`config.mk`:
```
export PLATFORM = sky130hd
export DESIGN_NAME = csr_pwm_outpins
export DESIGN_NICKNAME = d
export VERILOG_FILES = /design/src/rtl/csr_pwm_outpins.sv
export SDC_FILE = /design/constraint.sdc
export NUM_CORES = 1
export LEC_CHECK = 0
export CORE_ASPECT_RATIO = 0.5
export CORE_UTILIZATION = 50
export CTS_BUF_LIST = sky130_fd_sc_hd__clkbuf_8
export CTS_CLUSTER_SIZE = 30
export DETAILED_ROUTE_END_ITERATION = 6
export DONT_BUFFER_PORTS = 1
export GPL_TIMING_DRIVEN = 0
export PLACE_DENSITY_LB_ADDON = 0.1
export SYNTH_ARGS = -nofsm -noshare
export SYNTH_HDL_FRONTEND = slang
export SYNTH_SLANG_ARGS = --single-unit
export TNS_END_PERCENT = 30
```
`constraint.sdc`:
```
create_clock -name clk -period 2.8 [get_ports clk]
set_clock_uncertainty 0.05 [all_clocks]
set_input_delay 0.42 -clock clk [delete_from_list [all_inputs] [get_ports clk]]
set_output_delay 0.42 -clock clk [all_outputs]
set_load 0.01 [all_outputs]
```
`src/rtl/csr_pwm_outpins.sv`:
```
// csr_pwm_outpins: CSR-mapped PWM output block.
// Each channel has a shadow duty register that is copied into the active
// duty only at a period wrap, so outputs never glitch mid-period. All
// channels share one prescaler and one phase counter.
module csr_pwm_outpins #(
   parameter int          CHANNELS       = 4,
   parameter int          WIDTH          = 8,
   parameter int          PRESCALE_WIDTH = 16,
   parameter logic [11:0] BASE_ADDR      = 12'hBC4
) (
   input  logic                clk,
   input  logic                rstn,
   input  logic                read,
   input  logic [2:0]          modify,
   input  logic [31:0]         wdata,
   input  logic [11:0]         addr,
   output logic [31:0]         rdata,
   output logic                valid,
   output logic [CHANNELS-1:0] outpins,
   output logic                period_irq
);

   // Last phase value of a period; the period is 2^WIDTH-1 ticks long.
   localparam logic [WIDTH-1:0] PHASE_LAST  = {{(WIDTH-1){1'b1}}, 1'b0};
   localparam logic [11:0]      LAST_OFFSET = 12'(CHANNELS + 1);

   // Architectural state
   logic [CHANNELS-1:0]       en_q, en_d;
   logic                      run_q, run_d;
   logic                      ie_q, ie_d;
   logic [7:0]                wraps_q, wraps_d;
   logic [PRESCALE_WIDTH-1:0] prescale_q, prescale_d;
   logic [PRESCALE_WIDTH-1:0] presc_cnt_q, presc_cnt_d;
   logic [WIDTH-1:0]          phase_q, phase_d;
   logic [WIDTH-1:0]          shadow_q [CHANNELS];
   logic [WIDTH-1:0]          shadow_d [CHANNELS];
   logic [WIDTH-1:0]          active_q [CHANNELS];
   logic [WIDTH-1:0]          active_d [CHANNELS];
   logic [CHANNELS-1:0]       out_q, out_d;
   logic                      irq_q, irq_d;

   // Bus decode
   logic [11:0] offset;
   logic        hit;
   logic        op_valid;
   logic        write_en;
   logic        prescale_wr;
   logic [31:0] reg_value;
   logic [31:0] new_value;
   logic        tick;
   logic        wrap;
   logic        unused_new_bits;

   function automatic logic [31:0] apply_op(input logic [2:0]  op,
                                            input logic [31:0] old_v,
                                            input logic [31:0] operand);
      case (op)
         3'd1:    return operand;
         3'd2:    return old_v | operand;
         3'd3:    return old_v & ~operand;
         default: return old_v;
      endcase
   endfunction

   // Address decode, register readback mux and read-modify-write result.
   always_comb begin
      offset   = addr - BASE_ADDR;
      hit      = (offset <= LAST_OFFSET);
      op_valid = (modify == 3'd1) || (modify == 3'd2) || (modify == 3'd3);
      write_en = hit && op_valid;
      reg_value = 32'd0;
      if (offset == 12'd0) begin
         reg_value = {wraps_q, 6'd0, ie_q, run_q, 16'(en_q)};
      end else if (offset == 12'd1) begin
         reg_value = 32'(prescale_q);
      end
      for (int i = 0; i < CHANNELS; i++) begin
         if (offset == 12'(i + 2)) begin
            reg_value = 32'(shadow_q[i]);
         end
      end
      new_value = apply_op(modify, reg_value, wdata);
   end

   // Upper operand bits have no register behind them.
   assign unused_new_bits = ^new_value;

   assign valid = hit && (read || op_valid);
   assign rdata = valid ? reg_value : 32'd0;

   // Next-state: CSR writes, prescaler, phase counter and period wrap.
   always_comb begin
      en_d        = en_q;
      run_d       = run_q;
      ie_d        = ie_q;
      prescale_d  = prescale_q;
      shadow_d    = shadow_q;
      prescale_wr = 1'b0;
      if (write_en) begin
         if (offset == 12'd0) begin
            en_d  = new_value[CHANNELS-1:0];
            run_d = new_value[16];
            ie_d  = new_value[17];
         end else if (offset == 12'd1) begin
            prescale_d  = new_value[PRESCALE_WIDTH-1:0];
            prescale_wr = 1'b1;
         end
         for (int i = 0; i < CHANNELS; i++) begin
            if (offset == 12'(i + 2)) begin
               shadow_d[i] = new_value[WIDTH-1:0];
            end
         end
      end

      tick = run_q && (presc_cnt_q == '0);
      wrap = tick && (phase_q == PHASE_LAST);

      // While stopped the counter idles at 0; starting loads the full
      // prescale so phase 0 lasts a whole tick interval like every phase.
      if (!run_q) begin
         presc_cnt_d = run_d ? prescale_d : '0;
      end else if (prescale_wr) begin
         presc_cnt_d = prescale_d;
      end else if (tick) begin
         presc_cnt_d = prescale_q;
      end else begin
         presc_cnt_d = presc_cnt_q - PRESCALE_WIDTH'(1);
      end

      if (!run_q || wrap) begin
         phase_d = '0;
      end else if (tick) begin
         phase_d = phase_q + WIDTH'(1);
      end else begin
         phase_d = phase_q;
      end

      // Active duty takes the pre-write shadow, so a DUTY write landing on
      // the wrap edge only becomes active one period later.
      for (int i = 0; i < CHANNELS; i++) begin
         active_d[i] = (!run_q || wrap) ? shadow_q[i] : active_q[i];
      end

      wraps_d = wraps_q + {7'd0, wrap};
      irq_d   = wrap && ie_q;
   end

   // Per-channel compare against the current phase.
   for (genvar gi = 0; gi < CHANNELS; gi++) begin : g_chan
      assign out_d[gi] = run_q && en_q[gi] && (phase_q < active_q[gi]);
   end

   // State registers with synchronous active-low reset.
   always_ff @(posedge clk) begin
      if (!rstn) begin
         en_q        <= '0;
         run_q       <= 1'b0;
         ie_q        <= 1'b0;
         wraps_q     <= '0;
         prescale_q  <= '0;
         presc_cnt_q <= '0;
         phase_q     <= '0;
         out_q       <= '0;
         irq_q       <= 1'b0;
         for (int i = 0; i < CHANNELS; i++) begin
            shadow_q[i] <= '0;
            active_q[i] <= '0;
         end
      end else begin
         en_q        <= en_d;
         run_q       <= run_d;
         ie_q        <= ie_d;
         wraps_q     <= wraps_d;
         prescale_q  <= prescale_d;
         presc_cnt_q <= presc_cnt_d;
         phase_q     <= phase_d;
         out_q       <= out_d;
         irq_q       <= irq_d;
         for (int i = 0; i < CHANNELS; i++) begin
            shadow_q[i] <= shadow_d[i];
            active_q[i] <= active_d[i];
         end
      end
   end

   assign outpins    = out_q;
   assign period_irq = irq_q;

endmodule

```
==> qor.csv, run 1 <==
stage;metric;value;unit
finish;Layout Cells excl Fill;1131;
power_and_ir_drop;worst vdd ir;0.228;mV
floorplan;Die X;169;um
critical_path;worst reg2reg path depth;11;
critical_path;largest delay contributor family on the critical path;simple AND/OR/NAND/NOR gates;
global_routing;number of global-route vias before repair;6112;
global_routing;first-pass GRT wire length;32.8;mm
global_routing;total track usage;29.7;%
synthesis;number of synthesized flops with an enable pin;0;
power_and_ir_drop;Power Total;3.64;mW
synthesis;Primary FF master, synth;dfxtp_1;
drt;drt first pass iters;5;
sta;final worst path period share;99.1;%
sta;Rel. slew slack;33.7;%
global_routing;GR Overflow Total;0;
finish;most frequent cells in the layout;120 x dfxtp_1, 119 x nand2_1, 72 x a21oi_1, 61 x o21ai_0, 58 x nor2_1;
critical_path;r2r setup slk;0.06;ns
sta;Slew Limit Fails;0;
placement;Routability Congestion;0.914;
floorplan;CORE AREA;13600;um2
sta;worst-margin pin slew;0.985;ns
outcome;status;completed;
sta;setup violators final;0;
floorplan;I/O pin total;88;
critical_path;Worst setup SP type;input pin;
drt;Vias/cell;5.79;
synthesis;mapped cell area;6960;um2
critical_path;Worst Setup EP;shadow_q[25];
critical_path;worst stage delay on the critical path;0.83;ns
clocking;cts bufs inserted;17;
critical_path;Setup crit end kind;register;
critical_path;critical path class;input pin to register;
sta;fmax;361;MHz
placement;I/O Buffers;0;
floorplan;DIE AREA;14400;um2
synthesis;Yosys warnings;0;
floorplan;row count;30;
drt;antenna-violating nets left;0;
clocking;Sink Count;123;
synthesis;Async SR Flop Fraction;0;%
clocking;Worst-Skew Late Latency;0.46;ns
floorplan;Initial Util;51.3;%
clocking;clock-pin slew on the worst setup and hold paths;0.09;ns
clocking;TritonCTS clock tree;done;
critical_path;CP max FO;10;
power_and_ir_drop;PD cells;456;nW/um2
clocking;number of H-tree levels;4;
synthesis;library cells used by synthesis;68;
finish;# diodes;0;
flow_run;max cap viols;0;
critical_path;Required @ worst endpoint;3.12;ns
drt;Residual DRC;0;
floorplan;die height;85.4;um
critical_path;Crit path depth;11;
placement;post-DP HPWL;15.5;mm
sta;Final Critical Period;2.77;ns
clocking;CTS Hold Buffers Added;0;
finish;commonest non-fill, non-tap cell in the layout;dfxtp_1;
synthesis;Yosys reg bits;123;
drt;total number of vias;6553;
global_routing;largest net degree at the start of global routing;17;
clocking;clock root buffer;clkbuf_8;
critical_path;Buf+Inv Stages, Crit Path;3;
finish;layout cells sized above 1;13.0;%
critical_path;Arr. time, crit path;3.09;ns
drt;final wirelength;20.8;mm
critical_path;Slowest cell on crit path;nor4_1;
global_routing;initial antenna violation count;0;
critical_path;R2R Path Start;presc_cnt_q[14];
critical_path;CP Launch Point;addr[3];
sta;Final Hold Vio Count;0;
sta;RSZ-0062 raised after global routing;yes;
finish;Syn-to-layout area delta;14.6;%
finish;final net count;1012;
critical_path;worst path cell trace;inv_8 -> ha_4 -> or3b_4 -> a311oi_2 -> a21o_1 -> buf_4 -> buf_2 -> nand2_1 -> nor4_1 -> o21ai_0 -> a21oi_1;
synthesis;syn_area_per_cell;7.82;um2
critical_path;Reg-to-Reg End;active_q[2][5];
placement;placed cells;1087;
drt;DR WL/cell;18.4;um
drt;initial drt markers;631;
synthesis;cell count after synthesis;890;
min_path;HP Class;input pin to register;
synthesis;register area share after synthesis;35.4;%
clocking;Clock Tree Buf Depth;2;
power_and_ir_drop;leak pwr;2.92;nW
Yosys cell counts (8+ instances only):
master	instances	share of area, %
o21ai_0	61	4.4
nand4_1	12	1.1
dfxtp_1	123	35
inv_1	50	2.7
and3_1	13	1.2
nor3_1	22	1.6
buf_4	9	0.97
nand3_1	43	3.1
nand2b_1	9	0.81
nand2_1	119	6.4
clkbuf_1	32	1.7
nor2_1	64	3.5
a211oi_1	11	1.2
xor2_1	11	1.4
a21oi_1	72	5.2
ha_1	36	6.5
and2_1	23	2.1
nor4_1	8	0.72
mux2i_1	13	1.9
a21o_1	14	1.5
nand3b_1	8	0.86
nor2b_1	8	0.72
xnor2_1	17	2.1
layout make-up:
class,instances,area (um2)
Fill cell,1260,5580
Multi-Input combinational cell,670,4260
Sequential cell,123,2470
Buffer,49,260
Tap cell,192,240
Clock buffer,17,234
Inverter,52,231
Clock inverter,15,178
Timing Repair Buffer,13,105
worst min path at each step:
stage / cells after the start / start / end
2_1_floorplan: 2 / active_q[0][1] / active_q[0][1]
3_3_place_gp: 2 / active_q[2][4] / active_q[2][4]
3_5_place_dp: 2 / active_q[1][2] / active_q[1][2]
4_1_cts: 2 / wdata[7] / shadow_q[7]
5_1_grt: 2 / wdata[6] / shadow_q[6]
6_report: 2 / wdata[7] / shadow_q[7]
metal layers:
| metal | track usage, % | vias to the layer above | wire length, um |
|---|---|---|---|
| met3 | 9.51 | 40 | 1990 |
| li1 | - | 3184 | - |
| met2 | 45.6 | 269 | 8970 |
| met1 | 39.1 | 3060 | 9470 |
| met5 | 0 | - | 0 |
| met4 | 10.7 | 0 | 407 |
metrics by stage:
| step | worst slack (ns) | cell area (um2) | TNS [ns] | hold slack [ns] | utilization, % |
|---|---|---|---|---|---|
| after floorplan | 0.0117 | 6990 | 0 | 0.382 | - |
| after global routing | -0.0191 | 7970 | -0.142 | 0.0384 | 58.8 |
| final | 0.0264 | 7970 | 0 | 0.0344 | 58.8 |
| after detailed placement | -0.610 | 7230 | -36.92 | 0.395 | 53.3 |
| after CTS | 0.000899 | 7810 | 0 | 0.0288 | 57.6 |
| after global placement | -0.589 | 7230 | -31.10 | 0.390 | 53.3 |
registers in the layout, indices dropped and copies added, names as in the netlist, 4 cells and up:
register and cells:
en_q 4, wraps_q 8, outpins 4, phase_q 8, presc_cnt_q 16, prescale_q 16, shadow_q 32, active_q 32
power by group:
group          leakage, nW  internal [mW]  switching (mW)
Sequential           0.992           1.75       0.0000735
Combinational         1.72         0.0632           0.139
Clock                0.216          0.881           0.807
Total                 2.92           2.69           0.946
logic make-up (layout without fill, tap and decap cells):
| kind of cell | after synthesis | in the layout | synth area share (%) |
|---|---|---|---|
| DFF | 123 | 123 | 35.4 |
| other | 1 | 6 | 0.0539 |
| muxes | 15 | 15 | 2.52 |
| adders and majority gates | 43 | 43 | 7.48 |
| AOI/OAI and AO/OA | 215 | 215 | 18.9 |
| xor gates and xnor gates | 28 | 28 | 3.53 |
| and+or+nand+nor | 362 | 363 | 25.5 |
| buffers and inverters | 103 | 146 | 6.55 |
timing repair:
action / 4_1_cts / 5_1_grt
setup endpoints to repair: 83 / 78
pin swaps: 10 / 5
setup buffers: 6 / 7
resized for setup: 37 / 28
cloned: 1 / 0
Power figures use the tool's default switching activity.
==> run 2: changes to the inputs <==
==> constraint.sdc (replaced) <==
create_clock -name clk -period 3.3 [get_ports clk]
set_clock_uncertainty 0.05 [all_clocks]
set_input_delay 0.495 -clock clk [delete_from_list [all_inputs] [get_ports clk]]
set_output_delay 0.495 -clock clk [all_outputs]
set_load 0.01 [all_outputs]
==> run 2 against run 1 <==
Against the previous run:
- critical path depth fell by 1
- worst hold slack improved by 0.10 ns
- cell count shrank 0.88%
- global-route usage fell by 0.60 points
- combinational power fell by 18%
- cell area is 3.1% lower
- wire length shrank 0.77%
==> qor.csv, run 2 (synthesis gave the netlist of run 1 again) <==
stage;metric;value;unit;change
global_routing;GR Overflow Total;0;;unchanged
critical_path;Buf+Inv Stages, Crit Path;3;;unchanged
critical_path;Slowest cell on crit path;or3b_1;;
clocking;Worst-Skew Late Latency;0.45;ns;about the same
finish;Syn-to-layout area delta;11.1;%;
drt;drt first pass iters;7;;+2
floorplan;CORE AREA;13600;um2;unchanged
placement;Routability Congestion;0.912;;-0.25%
critical_path;Worst setup SP type;input pin;;
global_routing;first-pass GRT wire length;31.8;mm;-2.8%
sta;worst-margin pin slew;1.04;ns;+0.0559 ns
sta;Slew Limit Fails;0;;unchanged
critical_path;Required @ worst endpoint;2.75;ns;-0.37 ns
finish;final net count;1003;;-0.89%
floorplan;DIE AREA;14400;um2;unchanged
placement;I/O Buffers;0;;unchanged
placement;post-DP HPWL;15.6;mm;+0.42%
sta;Final Critical Period;3.20;ns;
critical_path;r2r setup slk;0.22;ns;+0.16 ns
sta;fmax;312;MHz;
sta;setup tns final;0;ns;unchanged
finish;Layout Cells excl Fill;1121;;-0.88%
drt;antenna-violating nets left;0;;unchanged
drt;DR WL/cell;18.4;um;+0.11%
clocking;number of H-tree levels;4;;unchanged
finish;Top Registers;active_q: 32 flops, shadow_q: 32 flops;;
power_and_ir_drop;worst vdd ir;0.173;mV;-24%
outcome;status;completed;;
global_routing;initial antenna violation count;0;;unchanged
min_path;HP Class;input pin to register;;
critical_path;Arr. time, crit path;2.66;ns;-0.43 ns
finish;commonest non-fill, non-tap cell in the layout;dfxtp_1;;
clocking;cts bufs inserted;17;;unchanged
finish;most frequent cells in the layout;123 x dfxtp_1, 119 x nand2_1, 72 x a21oi_1, 61 x nor2_1, 61 x o21ai_0;;
sta;Final Hold Vio Count;0;;unchanged
finish;fillcell total;1299;;+3.1%
sta;final worst path period share;97.0;%;
sta;RSZ-0062 raised after global routing;yes;;
critical_path;Setup crit end kind;output pin;;
clocking;Clock Tree Buf Depth;2;;unchanged
floorplan;I/O pin total;88;;unchanged
critical_path;worst stage delay on the critical path;0.39;ns;-0.44 ns
floorplan;Die X;169;um;unchanged
placement;Post-Place Cell Area;7210;um2;-0.16%
clocking;clock root buffer;clkbuf_8;;
floorplan;Initial Util;51.3;%;unchanged
clocking;clock-pin slew on the worst setup and hold paths;0.08;ns;about the same
power_and_ir_drop;leak pwr;2.84;nW;-2.9%
drt;total number of vias;6407;;-2.2%
finish;# diodes;0;;unchanged
global_routing;number of global-route vias before repair;5921;;-3.1%
floorplan;row count;30;;unchanged
critical_path;CP max FO;8;;-2
flow_run;max cap viols;0;;unchanged
clocking;TritonCTS clock tree;done;;
critical_path;largest delay contributor family on the critical path;simple AND/OR/NAND/NOR gates;;
clocking;Sink Count;123;;unchanged
power_and_ir_drop;Power Total;3.09;mW;-15%
floorplan;die height;85.4;um;unchanged
critical_path;worst path cell trace;inv_1 -> ha_1 -> or3b_1 -> a311oi_2 -> a21o_1 -> and3_1 -> clkbuf_4 -> o2111ai_4 -> buf_4 -> nor2_1;;
sta;setup violators final;0;;unchanged
drt;Residual DRC;0;;unchanged
power_and_ir_drop;PD cells;401;nW/um2;-12%
finish;layout cells sized above 1;8.93;%;-4.1 points
drt;Vias/cell;5.72;;-1.4%
global_routing;total track usage;29.1;%;-0.60 points
drt;final wirelength;20.7;mm;-0.77%
sta;Rel. slew slack;29.9;%;-3.8 points
critical_path;critical path class;input pin to output pin;;
clocking;CTS Hold Buffers Added;0;;unchanged
placement;placed cells;1087;;unchanged
global_routing;largest net degree at the start of global routing;17;;unchanged
finish;Layout Cell Area excl Fill;7730;um2;-3.1%
drt;initial drt markers;667;;+5.7%
## run 2: cell count changes in the layout (fill, tap and decap cells not counted), sizes merged
| cell | previous run | this run |
|---|---|---|
| clkinvlp | 0 | 2 |
| buf | 31 | 20 |
| inv | 54 | 53 |
| clkinv | 10 | 5 |
| clkbuf | 48 | 53 |
## run 2: final cells by class
type	count	area, um2	share of cell area (%)
Clock inverter	11	143	1.85
Inverter	52	195	2.53
Buffer	51	263	3.40
Sequential cell	123	2460	31.9
Timing Repair Buffer	2	15.0	0.194
Multi-Input combinational cell	670	4130	53.5
Tap cell	192	240	3.11
Clock buffer	20	275	3.56
## run 2: final timing paths
path | from | end | cells after the start
worst min register to register | active_q[2][7] | active_q[2][7] | 2
worst min-delay path | wdata[5] | shadow_q[5] | 2
worst max register to register | run_q | wraps_q[7] | 11
worst max-delay path | addr[3] | rdata[2] | 10
## run 2: repair_timing
item                                    in CTS  in global routing
pin swaps                                    1                  3
buffers inserted                             1                  1
resized for setup                            6                 11
gates cloned                                 0                  1
endpoints found under the setup margin      27                 30
## run 2: stage by stage
stage               hold WS (ns)  setup slack [ns]  util (%)
finish                     0.137            0.0981      57.0
global route               0.132           -0.0180      57.0
CTS                        0.131            0.0344      56.6
detailed placement         0.395            -0.631      53.2
global placement           0.390            -0.603      53.2
floorplan                  0.382             0.210         -
## run 2: report_power, final
group / internal [mW] / switching (mW) / total, mW / leakage (nW)
clock: 0.801 / 0.644 / 1.45 / 0.211
combinational: 0.0494 / 0.117 / 0.166 / 1.64
sequential: 1.48 / 0.0000631 / 1.48 / 0.990
total: 2.33 / 0.761 / 3.09 / 2.84
## run 2: routing by layer
metal | share of wire [%] | track usage, % | vias to the layer above
met1 | 48 | 41.1 | 2972
met5 | 0 | 0 | -
met3 | 7.2 | 5.78 | 40
met4 | 2.7 | 11.7 | 0
li1 | - | - | 3159
met2 | 42 | 43.3 | 236
==> run 3: changes to the inputs <==
--- a/config.mk
+++ b/config.mk
@@ -5,13 +5,11 @@
 export SDC_FILE = /design/constraint.sdc
 export NUM_CORES = 1
 export LEC_CHECK = 0
-export CORE_ASPECT_RATIO = 0.5
-export CORE_UTILIZATION = 50
+export CORE_UTILIZATION = 70
 export CTS_BUF_LIST = sky130_fd_sc_hd__clkbuf_8
 export CTS_CLUSTER_SIZE = 30
 export DETAILED_ROUTE_END_ITERATION = 6
 export DONT_BUFFER_PORTS = 1
-export GPL_TIMING_DRIVEN = 0
 export PLACE_DENSITY_LB_ADDON = 0.1
 export SYNTH_ARGS = -nofsm -noshare
 export SYNTH_HDL_FRONTEND = slang
==> run 3 against run 2 <==
Against the previous run:
- flip-flop and latch count did not move
- fmax rose by 6.6%
- total power fell by 5.4%
- clock power fell by 9%
- wire length fell by 4.8%
- via count rose by 3.6%
- clock-buffer cell count rose by 1
- largest cell class unchanged
- largest power group unchanged
- highest routed layer unchanged
==> qor.csv, run 3 (synthesis gave the netlist of run 1 again) <==
stage;metric;value;unit;change
power_and_ir_drop;Sw Share;22.7;%;-1.9 points
global_routing;number of global-route vias before repair;6139;;+3.7%
critical_path;Arr. time, crit path;2.46;ns;-0.20 ns
outcome;status;completed;;
power_and_ir_drop;Clock Power Share;45.0;%;-1.7 points
flow_run;max cap viols;0;;unchanged
drt;Vias/cell;6.37;;+11%
power_and_ir_drop;sw power;0.664;mW;-13%
clocking;clock root buffer;clkbuf_8;;
critical_path;critical path class;input pin to output pin;;
clocking;clock-pin slew on the worst setup and hold paths;0.07;ns;about the same
finish;commonest non-fill, non-tap cell in the layout;dfxtp_1;;
power_and_ir_drop;worst vdd ir;0.310;mV;+79%
power_and_ir_drop;Seq pwr share;50.7;%;+2.8 points
critical_path;cell mode on critical path;buf_4;;
placement;post-DP HPWL;14.3;mm;-8.3%
drt;antenna-violating nets left;0;;unchanged
placement;placed cells;1011;;-7.0%
critical_path;Setup crit end kind;output pin;;
clocking;Clock Tree Buf Depth;2;;unchanged
global_routing;initial antenna violation count;0;;unchanged
clocking;cts bufs inserted;17;;unchanged
clocking;Worst-Skew Late Latency;0.46;ns;about the same
floorplan;die height;102;um;+19%
drt;Residual DRC;0;;unchanged
power_and_ir_drop;PD cells;388;nW/um2;-3.1%
critical_path;worst path cell trace;inv_1 -> ha_1 -> or3b_1 -> a311oi_1 -> a21o_1 -> and3_1 -> o2111ai_2 -> buf_4 -> nor2_1 -> buf_4;;
drt;final wirelength;19.7;mm;-4.8%
floorplan;DIE AREA;10300;um2;-28%
critical_path;worst stage delay on the critical path;0.38;ns;about the same
floorplan;CORE AREA;9680;um2;-29%
power_and_ir_drop;Gate power share;4.3;%;-1.1 points
drt;drt first pass iters;6;;-1
critical_path;Slowest cell on crit path;or3b_1;;
sta;final worst path period share;91.0;%;-6.0 points
sta;Rel. slew slack;40.9;%;+11 points
sta;RSZ-0062 raised after global routing;no;;
finish;final net count;983;;-2.0%
drt;DR WL/cell;18.9;um;+2.3%
global_routing;GR Overflow Total;0;;unchanged
finish;layout cells sized above 1;9.23;%;+0.30 points
sta;Slew Limit Fails;0;;unchanged
power_and_ir_drop;Internal;2.26;mW;-3.0%
floorplan;Die X;102;um;-40%
floorplan;row count;36;;+20%
sta;setup tns final;0;ns;unchanged
finish;most frequent cells in the layout;123 x dfxtp_1, 119 x nand2_1, 72 x a21oi_1, 64 x nor2_1, 61 x o21ai_0;;
sta;fmax;333;MHz;+6.6%
critical_path;Worst setup SP type;input pin;;
drt;total number of vias;6639;;+3.6%
clocking;number of H-tree levels;4;;unchanged
global_routing;first-pass GRT wire length;30.8;mm;-3.3%
sta;Final Critical Period;3.00;ns;-0.200 ns
clocking;CTS Hold Buffers Added;0;;unchanged
floorplan;I/O pin total;88;;unchanged
power_and_ir_drop;leak pwr;2.87;nW;+1.2%
critical_path;Required @ worst endpoint;2.75;ns;about the same
critical_path;CP max FO;5;;-3
clocking;TritonCTS clock tree;done;;
finish;# diodes;0;;unchanged
placement;I/O Buffers;0;;unchanged
placement;Routability Congestion;1.02;;+12%
finish;Top Registers;active_q: 32 flops, shadow_q: 32 flops;;
finish;Layout Cells excl Fill;1043;;-7.0%
global_routing;total track usage;39.6;%;+11 points
drt;initial drt markers;664;;-0.45%
clocking;Sink Count;123;;unchanged
finish;fillcell total;739;;-43%
sta;worst-margin pin slew;0.883;ns;-0.159 ns
global_routing;largest net degree at the start of global routing;55;;+38
sta;setup violators final;0;;unchanged
sta;Final Hold Vio Count;0;;unchanged
min_path;HP Class;input pin to register;;
floorplan;Initial Util;71.8;%;+20 points
finish;Syn-to-layout area delta;8.47;%;
-- run 3: cell count changes in the layout (fill, tap and decap cells not counted), sizes merged --
| cell | delta |
|---|---|
| bufinv | -1 |
| buf | +14 |
| clkinvlp | -2 |
| clkbuf | -32 |
| nor2 | -1 |
| clkinv | +1 |
| inv | +2 |
-- run 3: layout make-up --
class	count	area, um2	area share [%]
multi-input cells	669	4060	53.8
flip-flops and latches	123	2460	32.6
clock buffers	21	289	3.83
repair buffers	34	268	3.55
inverters	52	195	2.59
well taps	133	166	2.21
clock inverters	11	101	1.34
-- run 3: worst max-delay path: cells and delay by family --
kind                       cells  cell delay (ns)
and+or+nand+nor                3             0.72
AOI/OAI and AO/OA              3             0.62
buffers and inverters          3             0.43
adders and majority gates      1             0.20
-- run 3: timing repair --
item / in CTS / in global routing
gates resized for setup: 0 / 1
setup endpoints to repair: 0 / 1
buffers inserted: 0 / 0
-- run 3: per-stage QoR --
| step | setup slack, ns | power [mW] | area (um2) | utilization (%) | hold WS (ns) |
|---|---|---|---|---|---|
| floorplan | 0.210 | 1.63 | 6970 | - | 0.382 |
| global placement | 0.302 | 1.63 | 7150 | 73.8 | 0.390 |
| detailed placement | 0.242 | 1.64 | 7150 | 73.8 | 0.393 |
| CTS | 0.229 | 2.93 | 7540 | 77.8 | 0.107 |
| global route | 0.0825 | 3.00 | 7540 | 77.9 | 0.114 |
| finish | 0.298 | 2.93 | 7540 | 77.9 | 0.120 |
-- run 3: power groups by stage --
stage | sequential [mW] | combinational (mW) | clock [mW]
2_1_floorplan | 1.52 | 0.114 | 0
3_3_place_gp | 1.52 | 0.117 | 0
3_5_place_dp | 1.52 | 0.119 | 0
4_1_cts | 1.48 | 0.120 | 1.32
5_1_grt | 1.48 | 0.135 | 1.38
6_report | 1.48 | 0.125 | 1.32
-- run 3: path summary, 6_finish.rpt --
path,startpoint,end,slack [ns],cells after the start
worst max-delay path,addr[2],rdata[3],0.30,10
worst min-delay path,rstn,ie_q,0.12,1
worst max register to register,run_q,wraps_q[7],0.39,10
worst min register to register,active_q[1][4],active_q[1][4],0.40,2
-- run 3: per-layer routing --
metal  GRT usage [%]  part of all wire [%]  vias to the layer above
li1                -                     -                     3115
met1            49.5                    40                     3067
met2            63.4                    47                      395
met3            10.1                   9.9                       62
met4            19.6                   3.2                        0
met5               0                     0                        -
